**src/rtl/matrix_op_scheduler_pkg.sv**
```systemverilog
// Shared op codes, state encodings and helpers for the matrix operation scheduler.
`ifndef MATRIX_OP_SCHEDULER_DEFS
`define MATRIX_OP_SCHEDULER_DEFS
`define MULTIPLICATION_OPERATION 2'b01
`define CONVOLUTION_OPERATION    2'b10
`define OP_MULTIPLY              `MULTIPLICATION_OPERATION
`define OP_CONVOLUTION           `CONVOLUTION_OPERATION
`define MOS_STATE_IDLE           2'b00
`define MOS_STATE_RUN            2'b01
`define MOS_STATE_REPORT         2'b10
`endif

package matrix_op_scheduler_pkg;

  localparam logic [1:0] OpMul  = `OP_MULTIPLY;
  localparam logic [1:0] OpConv = `OP_CONVOLUTION;

  typedef enum logic [1:0] {
    StIdle   = `MOS_STATE_IDLE,
    StRun    = `MOS_STATE_RUN,
    StReport = `MOS_STATE_REPORT
  } state_e;

  function automatic logic op_legal(input logic [1:0] op);
    return (op == OpMul) || (op == OpConv);
  endfunction

endpackage

```
**src/rtl/matrix_op_scheduler_rr_arbiter2.sv**
```systemverilog
// Two-way round-robin arbiter: on contention the requester not served last wins.
module rr_arbiter2 (
  input  logic [1:0] req,
  input  logic       last,
  output logic [1:0] grant
);

  always_comb begin
    grant    = 2'b00;
    grant[0] = req[0] & (~req[1] | last);
    grant[1] = req[1] & (~req[0] | ~last);
  end

endmodule

```
**src/rtl/matrix_op_scheduler.sv**
```systemverilog
// Arbitrates two requesters onto the multiply/convolution engines, one op at a time,
// with a per-op timeout and a one-cycle completion report.
module matrix_op_scheduler
  import matrix_op_scheduler_pkg::*;
#(
  parameter int unsigned TIMEOUT_CYCLES = 1024,
  parameter int unsigned TW             = 16
) (
`ifdef USE_POWER_PINS
  inout  wire        vccd1,
  inout  wire        vssd1,
`endif
  input  logic       clk,
  input  logic       reset,
  input  logic       req0,
  input  logic       req1,
  input  logic [1:0] op0,
  input  logic [1:0] op1,
  output logic       ack0,
  output logic       ack1,
  output logic       done0,
  output logic       done1,
  output logic       err,
  input  logic       matrix_mult_done,
  input  logic       matrix_conv_done,
  output logic       multiplier_enable,
  output logic       convolution_enable,
  output logic       busy,
  output logic       owner
);

  localparam logic [TW-1:0] TimeoutLast = TW'(TIMEOUT_CYCLES - 1);

  state_e        state_q, state_d;
  logic [1:0]    op_q, op_d;
  logic          owner_q, owner_d;
  logic          rr_q, rr_d;  // preferred requester on contention
  logic [TW-1:0] cnt_q, cnt_d;
  logic          fail_q, fail_d;
  logic          ack0_q, ack0_d, ack1_q, ack1_d;
  logic          done0_q, done0_d, done1_q, done1_d;
  logic          err_q, err_d;
  logic          mult_en_q, mult_en_d, conv_en_q, conv_en_d;
  logic          busy_q, busy_d;

  logic [1:0] grant;
  logic [1:0] sel_op;
  logic       sel_done;

  rr_arbiter2 u_arb (
    .req   ({req1, req0}),
    .last  (~rr_q),
    .grant (grant)
  );

  always_comb begin
    sel_op   = grant[1] ? op1 : op0;
    sel_done = (op_q == OpMul) ? matrix_mult_done : matrix_conv_done;
  end

  always_comb begin
    state_d   = state_q;
    op_d      = op_q;
    owner_d   = owner_q;
    rr_d      = rr_q;
    cnt_d     = cnt_q;
    fail_d    = fail_q;
    ack0_d    = 1'b0;
    ack1_d    = 1'b0;
    done0_d   = 1'b0;
    done1_d   = 1'b0;
    err_d     = 1'b0;
    mult_en_d = mult_en_q;
    conv_en_d = conv_en_q;

    unique case (state_q)
      StIdle: begin
        if (|grant) begin
          owner_d   = grant[1];
          op_d      = sel_op;
          rr_d      = ~grant[1];
          cnt_d     = '0;
          ack0_d    = grant[0];
          ack1_d    = grant[1];
          mult_en_d = (sel_op == OpMul);
          conv_en_d = (sel_op == OpConv);
          fail_d    = ~op_legal(sel_op);
          state_d   = op_legal(sel_op) ? StRun : StReport;
        end
      end
      StRun: begin
        cnt_d = cnt_q + 1'b1;
        // Completion takes priority over a coinciding timeout.
        if (sel_done) begin
          mult_en_d = 1'b0;
          conv_en_d = 1'b0;
          fail_d    = 1'b0;
          state_d   = StReport;
        end else if (cnt_q == TimeoutLast) begin
          mult_en_d = 1'b0;
          conv_en_d = 1'b0;
          fail_d    = 1'b1;
          state_d   = StReport;
        end
      end
      StReport: begin
        done0_d = ~owner_q;
        done1_d = owner_q;
        err_d   = fail_q;
        state_d = StIdle;
      end
      default: begin
        mult_en_d = 1'b0;
        conv_en_d = 1'b0;
        state_d   = StIdle;
      end
    endcase

    busy_d = (state_d != StIdle);
  end

  always_ff @(posedge clk) begin
    if (reset) begin
      state_q   <= StIdle;
      op_q      <= 2'b00;
      owner_q   <= 1'b0;
      rr_q      <= 1'b0;
      cnt_q     <= '0;
      fail_q    <= 1'b0;
      ack0_q    <= 1'b0;
      ack1_q    <= 1'b0;
      done0_q   <= 1'b0;
      done1_q   <= 1'b0;
      err_q     <= 1'b0;
      mult_en_q <= 1'b0;
      conv_en_q <= 1'b0;
      busy_q    <= 1'b0;
    end else begin
      state_q   <= state_d;
      op_q      <= op_d;
      owner_q   <= owner_d;
      rr_q      <= rr_d;
      cnt_q     <= cnt_d;
      fail_q    <= fail_d;
      ack0_q    <= ack0_d;
      ack1_q    <= ack1_d;
      done0_q   <= done0_d;
      done1_q   <= done1_d;
      err_q     <= err_d;
      mult_en_q <= mult_en_d;
      conv_en_q <= conv_en_d;
      busy_q    <= busy_d;
    end
  end

  assign ack0               = ack0_q;
  assign ack1               = ack1_q;
  assign done0              = done0_q;
  assign done1              = done1_q;
  assign err                = err_q;
  assign multiplier_enable  = mult_en_q;
  assign convolution_enable = conv_en_q;
  assign busy               = busy_q;
  assign owner              = owner_q;

endmodule

```
**config.mk**
```make
export PLATFORM = sky130hd
export DESIGN_NAME = matrix_op_scheduler
export DESIGN_NICKNAME = d
export VERILOG_FILES = /design/src/rtl/matrix_op_scheduler_pkg.sv /design/src/rtl/matrix_op_scheduler_rr_arbiter2.sv /design/src/rtl/matrix_op_scheduler.sv
export SDC_FILE = /design/constraint.sdc
export NUM_CORES = 1
export LEC_CHECK = 0
export ABC_AREA = 1
export CAP_MARGIN = 15
export CORE_ASPECT_RATIO = 0.9
export CORE_UTILIZATION = 45
export DETAILED_ROUTE_END_ITERATION = 8
export GPL_ROUTABILITY_DRIVEN = 1
export GPL_TIMING_DRIVEN = 0
export PLACE_DENSITY = 0.67
export RECOVER_POWER = 50
export SYNTH_ARGS = -nofsm -noshare
export SYNTH_HDL_FRONTEND = slang
export SYNTH_SLANG_ARGS = --single-unit
```
**constraint.sdc**
```tcl
create_clock -name clk -period 2.1 [get_ports clk]
set_input_delay 0.42 -clock clk [delete_from_list [all_inputs] [get_ports clk]]
set_output_delay 0.42 -clock clk [all_outputs]
set_load 0.005 [all_outputs]
```
==> results.sh, run 1 <==
export IMPL_clockBufferDepth=2
export IMPL_gr_total_overflow=0
export IMPL_synth_async_reset_ratio=0
export IMPL_largest_reg_flops=16
export IMPL_clk_latency_ps=290
export IMPL_area_growth_pct=20.5
export IMPL_post_place_ws_ps=-222
export IMPL_final_cell_count_no_fill=300
export IMPL_crit_path_end_kind="flop"
export IMPL_r2r_end="fail_q"
export IMPL_tritoncts="yes"
export IMPL_critPathRequiredTime_ps=2280
export IMPL_outcome="completed"
export IMPL_vias=1434
export IMPL_slew_headroom=0.616
export IMPL_cts_root_buf="clkbuf_8"
export IMPL_period_share=0.918
export IMPL_worst_pin_slew_ps=577
export IMPL_powerDensity_nw_per_um2=765
export IMPL_largestRegisters="cnt_q (16), op_q (2), state_q (2)"
export IMPL_start_util=0.471
export IMPL_synth_seq_cells=31
export IMPL_hp_class="flop to flop"
export IMPL_ys_seq_area_frac=0.390
export IMPL_min_period_ps=1930
export IMPL_worstSetupPathType="input pin to flop"
export IMPL_die_w_um=64.7
export IMPL_dr_first_iter_drc_count=96
export IMPL_netlist_area_um2=1590
export IMPL_hpwl_um=2490
export IMPL_rsz0062_at_grt="false"
export IMPL_place_gp_congestion=0.802
export IMPL_grt_pass1_vias=1220
export IMPL_fmax_mhz=519
export IMPL_fillers=321
export IMPL_skew_ps=8.93
export IMPL_cts_htree_levels=2
export IMPL_routedWlPerCell_um=11.1
export IMPL_holdPathEnd="done0"
export IMPL_nets=269
export IMPL_synth_top_cell_area_share=0.390
export IMPL_drtAntennaViolNets=0
export IMPL_max_cap_violations=0
export IMPL_synth_cell_types=35
export IMPL_cts_num_sinks=31
export IMPL_p_leak_nw=0.858
export IMPL_synthTopCellsByArea="dfxtp_1 39%, nand2_1 13%, inv_1 7.5%"
export IMPL_synth_largest_area_cell="dfxtp_1"
export IMPL_dpl_cell_count=292
export IMPL_vias_per_cell=4.78
export IMPL_synthFlopType="dfxtp_1"
export IMPL_cp_max_fo=4
export IMPL_cts_buffers=5
export IMPL_drv_slew=0
export IMPL_yosys_warnings=0
export IMPL_die_h_um=58.4
export IMPL_drc=0
export IMPL_peakVddDrop_mv=0.506
export IMPL_hold_viol_final=0
export IMPL_ios=19
export IMPL_reg2regPathDepth=9
export IMPL_fp_dieArea_um2=3780
export IMPL_first_pass_iters=4
export IMPL_clkTransAtPathRegs_ps=60
export IMPL_fp_coreArea_um2=3380
export IMPL_setup_slack_ps=172
export IMPL_grt_pass1_wl_um=5660
export IMPL_synthesis_instances=230
export IMPL_hold_start="owner"
export IMPL_setup_viol=0
export IMPL_r2r_slack_ps=480
export IMPL_antenna_found_initial=0
export IMPL_synth_edf_count=0
export IMPL_top_register="cnt_q"
export IMPL_rows=20
export IMPL_netlist_top_cells_count="56 x nand2_1, 32 x inv_1, 31 x dfxtp_1"
export IMPL_antenna_cells=0
export IMPL_grt_usage=0.200
export IMPL_yosysMostFrequentCell="nand2_1"
export IMPL_synth_fp_nets=243
export IMPL_postSynthAreaPerCell_um2=6.93
export IMPL_hold_ws_ps=447
export IMPL_routed_wl_um=3320
export IMPL_drive_above_1_share=0.113
export IMPL_grt_max_degree=11
export IMPL_hold_depth=1
export IMPL_arrival_ps=2110
export IMPL_port_buffers=18
export IMPL_r2r_start="rr_q"
export IMPL_finalSetupTns_ps=0
export IMPL_start_kind="input pin"
-- cells by family after synthesis --
family                     Yosys count  synth area share
DFF                                 31             0.390
buffers and inverters               40            0.0974
AOI/OAI and AO/OA                   42             0.162
adders and majority gates            3            0.0236
and+or+nand+nor                    114             0.328
-- power by group --
part / internal, mW / switching (mW) / leakage [nW]
sequential: 0.640 / 0.0345 / 0.252
combinational: 0.124 / 0.193 / 0.558
clock: 0.257 / 0.222 / 0.0470
-- placed cells by master, fill, tap and decap left out, types with 4 or more instances in the layout --
cell and instances:
nand2_1 57, inv_1 31, dfxtp_1 31, nor2_1 29
a21oi_1 12, nand3_1 11, clkdlybuf4s50_1 11, o21ai_0 10
dlygate4sd3_1 7, clkbuf_8 6, inv_2 4, o21ai_1 4
clkbuf_1 4
-- final cells by class --
| type | instances | area, um^2 | area share |
|---|---|---|---|
| buffer | 4 | 15.0 | 0.00782 |
| clock inverter | 1 | 5.00 | 0.00261 |
| timing repair buffer | 19 | 188 | 0.0978 |
| inverter | 36 | 135 | 0.0704 |
| sequential | 31 | 621 | 0.323 |
| multi-input combinational | 159 | 818 | 0.426 |
| tap | 44 | 55.1 | 0.0287 |
| clock buffer | 6 | 82.6 | 0.0430 |
-- worst max path at each step --
stage	slack, ps	start	cells after the start	end
floorplan	460	req1	11	fail_q
global placement	-240	req1	12	fail_q
detailed placement	-220	req1	12	fail_q
CTS	70	req1	12	fail_q
global route	30	req1	12	fail_q
finish	170	req1	12	fail_q
-- repair_timing --
item,in CTS,in global routing
gates resized for setup,0,3
endpoints found under the setup margin,0,1
hold buffers,0,0
setup buffers,0,1
-- critical path: stages --
cell and delay, ps:
clkdlybuf4s50_1 470, inv_1 60, o21ai_2 190, inv_2 80, nand2_1 60, o21a_1 150, inv_1 50, ha_1 310
nand2_1 90, nand2_1 50, o21ai_1 120, nor2_1 60
-- per-layer routing --
layer | GRT usage | share of wire
met4 | 0.0571 | 0
met3 | 0.0756 | 0.042
met5 | 0 | 0
met2 | 0.286 | 0.44
met1 | 0.277 | 0.52
-- through the flow --
step	utilization	total power, mW	area [um^2]
floorplan	-	0.896	1590
global route	0.568	1.55	1920
CTS	0.567	1.49	1920
detailed placement	0.541	1.01	1830
finish	0.568	1.47	1920
global placement	0.541	1.01	1830
No activity file was read; power rests on OpenSTA's default activity.
==> run 2, diff against run 1 <==
--- a/config.mk
+++ b/config.mk
@@ -5,10 +5,11 @@
 export SDC_FILE = /design/constraint.sdc
 export NUM_CORES = 1
 export LEC_CHECK = 0
-export ABC_AREA = 1
+export ABC_AREA = 0
 export CAP_MARGIN = 15
 export CORE_ASPECT_RATIO = 0.9
 export CORE_UTILIZATION = 45
+export CTS_BUF_LIST = sky130_fd_sc_hd__clkbuf_8
 export DETAILED_ROUTE_END_ITERATION = 8
 export GPL_ROUTABILITY_DRIVEN = 1
 export GPL_TIMING_DRIVEN = 0
==> results.sh, run 2 <==
export IMPL_cp_slowest_stage_delay_ps=300
export IMPL_comb_power_share=0.186
export IMPL_routedWlPerCell_um=15.8
export IMPL_path_cells="dlygate4sd2_1 > nand2b_1 > nand2_2 > mux2i_2 > inv_1 > ha_1 > and2_1 > a211o_1 > o211a_1"
export IMPL_outcome="completed"
export IMPL_worst_pin_slew_ps=555
export IMPL_synth_largest_area_cell="dfxtp_1"
export IMPL_crit_slowest_cell="ha_1"
export IMPL_synth_fa_ha_area_frac=0.0244
export IMPL_hpwl_um=2550
export IMPL_cts_hold_buf=0
export IMPL_synth_seq_cells=31
export IMPL_dr_first_iter_drc_count=58
export IMPL_powerDensity_nw_per_um2=795
export IMPL_die_w_um=63.6
export IMPL_cts_root_buf="clkbuf_8"
export IMPL_synth_fp_nets=187
export IMPL_reg2regPathDepth=8
export IMPL_gr_total_overflow=0
export IMPL_cts_htree_levels=2
export IMPL_r2r_start="rr_q"
export IMPL_synth_compound_area_frac=0.213
export IMPL_skew_ps=8.66
export IMPL_cts_buffers=5
export IMPL_synth_async_reset_ratio=0
export IMPL_setup_slack_ps=153
export IMPL_holdPathEnd="done0"
export IMPL_grt_pass1_vias=1319
export IMPL_max_cap_violations=0
export IMPL_synth_xor_area_frac=0
export IMPL_die_h_um=57.4
export IMPL_netlist_area_um2=1540
export IMPL_synthMuxAreaShare=0.0415
export IMPL_swShare=0.273
export IMPL_synth_top_family_by_area="simple AND/OR/NAND/NOR gates"
export IMPL_largestRegisters="cnt_q (16), op_q (2), state_q (2)"
export IMPL_antenna_cells=0
export IMPL_port_buffers=18
export IMPL_antenna_found_initial=0
export IMPL_drtAntennaViolNets=0
export IMPL_netlist_top_cells_count="31 x dfxtp_1, 17 x a21oi_1, 15 x nor2_1"
export IMPL_largest_reg_flops=16
export IMPL_cts_num_sinks=31
export IMPL_period_share=0.927
export IMPL_grt_pass1_wl_um=6260
export IMPL_hold_depth=1
export IMPL_fmax_mhz=513
export IMPL_grt_max_degree=11
export IMPL_vias_per_cell=5.81
export IMPL_p_int_mw=1.09
export IMPL_synthTopCellsByArea="dfxtp_1 40%, a21oi_1 5.5%, nor2_1 3.7%"
export IMPL_hold_viol_final=0
export IMPL_top_register="cnt_q"
export IMPL_area_growth_pct=22.4
export IMPL_synth_edf_count=0
export IMPL_final_core_util=0.595
export IMPL_crit_path_end_kind="flop"
export IMPL_r2r_slack_ps=190
export IMPL_grt_usage=0.233
export IMPL_drive_above_1_share=0.115
export IMPL_fp_dieArea_um2=3650
export IMPL_rsz0062_at_grt="false"
export IMPL_min_period_ps=1950
export IMPL_nets=213
export IMPL_seqPwrFrac=0.434
export IMPL_start_kind="input pin"
export IMPL_ios=19
export IMPL_synthFlopType="dfxtp_1"
export IMPL_synth_top_cell_area_share=0.404
export IMPL_ys_seq_area_frac=0.404
export IMPL_synth_simple_area_share=0.271
export IMPL_worstSetupPathType="input pin to flop"
export IMPL_hp_class="flop to flop"
export IMPL_start_util=0.486
export IMPL_synthesis_instances=174
export IMPL_synth_cell_types=47
export IMPL_final_common_cell="dfxtp_1"
export IMPL_tritoncts="yes"
export IMPL_power_switching_uw=408
export IMPL_final_cell_mix="31 x dfxtp_1, 17 x a21oi_1, 15 x nor2_1, 10 x dlygate4sd3_1, 8 x o21ai_0"
export IMPL_drv_slew=0
export IMPL_clkTransAtPathRegs_ps=70
export IMPL_peakVddDrop_mv=0.510
export IMPL_critPathRequiredTime_ps=2290
export IMPL_hold_start="owner"
export IMPL_clockBufferDepth=2
export IMPL_vias=1405
export IMPL_arrival_ps=2140
export IMPL_clk_latency_ps=290
export IMPL_cp_max_fo=5
export IMPL_p_clk_frac=0.379
export IMPL_first_pass_iters=4
export IMPL_rows=19
export IMPL_slew_headroom=0.630
export IMPL_r2r_end="fail_q"
export IMPL_p_leak_nw=0.693
export IMPL_yosys_warnings=0
export IMPL_place_gp_congestion=0.889
export IMPL_postSynthAreaPerCell_um2=8.83
export IMPL_yosysMostFrequentCell="dfxtp_1"
export IMPL_routed_wl_um=3820
export IMPL_post_place_ws_ps=-475
export IMPL_drc=0
export IMPL_fp_coreArea_um2=3160
export IMPL_setup_viol=0
==> run 2: metal layers <==
| layer | up-vias | share of wire | global-route usage | wire (um) |
|---|---|---|---|---|
| li1 | 702 | - | - | - |
| met1 | 646 | 0.46 | 0.292 | 1740 |
| met2 | 50 | 0.46 | 0.369 | 1740 |
| met3 | 7 | 0.064 | 0.0500 | 244 |
| met4 | 0 | 0.024 | 0.136 | 93 |
| met5 | - | 0 | 0 | 0 |
==> run 2: layout make-up <==
cell class | count | area [um^2]
Buffer | 9 | 42.5
Timing Repair Buffer | 19 | 189
Inverter | 5 | 18.8
Sequential cell | 31 | 621
Clock inverter | 2 | 33.8
Fill cell | 296 | 1280
Clock buffer | 5 | 68.8
Tap cell | 42 | 52.6
Multi-Input combinational cell | 129 | 855
==> run 2: worst max-delay path, delay by kind of cell <==
| kind | cells | cell delay, ps |
|---|---|---|
| fa+ha+maj | 1 | 300 |
| buf+inv | 2 | 360 |
| compound gates | 2 | 390 |
| mux | 1 | 250 |
| simple gates | 3 | 420 |
==> run 2: power by group through the flow <==
stage | clock network [mW] | registers (mW) | logic, mW
3_5_place_dp | 0 | 0.662 | 0.273
3_3_place_gp | 0 | 0.660 | 0.266
5_1_grt | 0.607 | 0.653 | 0.307
4_1_cts | 0.584 | 0.649 | 0.284
2_1_floorplan | 0 | 0.658 | 0.176
6_report | 0.567 | 0.649 | 0.279
==> run 2: worst max path at each step <==
stage | startpoint | end | slack, ps
final | req0 | fail_q | 150
after floorplan | req0 | fail_q | 300
after global placement | req0 | fail_q | -450
after global routing | req0 | fail_q | 60
after CTS | req1 | fail_q | 40
after detailed placement | req0 | fail_q | -480
==> run 2: cell families after synthesis <==
| logic type | count (synthesis) |
|---|---|
| AND/OR/NAND/NOR | 70 |
| adder cells (fa/ha/maj) | 3 |
| flip-flops | 31 |
| multiplexers | 6 |
| AO/OA/AOI/OAI | 50 |
| buffers and inverters | 14 |
==> run 2: what timing repair did <==
| item | in CTS | in global routing |
|---|---|---|
| buffers inserted | 1 | 0 |
| gates resized for setup | 4 | 1 |
| endpoints found under the setup margin | 2 | 2 |
| hold endpoints to repair | 0 | 0 |
==> run 2: metrics by stage <==
step	total power [mW]	hold slack, ps	TNS [ps]	area, um^2	instances
finish	1.50	469	0	1880	242
global route	1.57	509	0	1880	242
CTS	1.52	468	0	1890	242
detailed placement	0.935	458	-1310	1770	234
global placement	0.926	447	-1080	1770	234
floorplan	0.834	439	0	1540	174
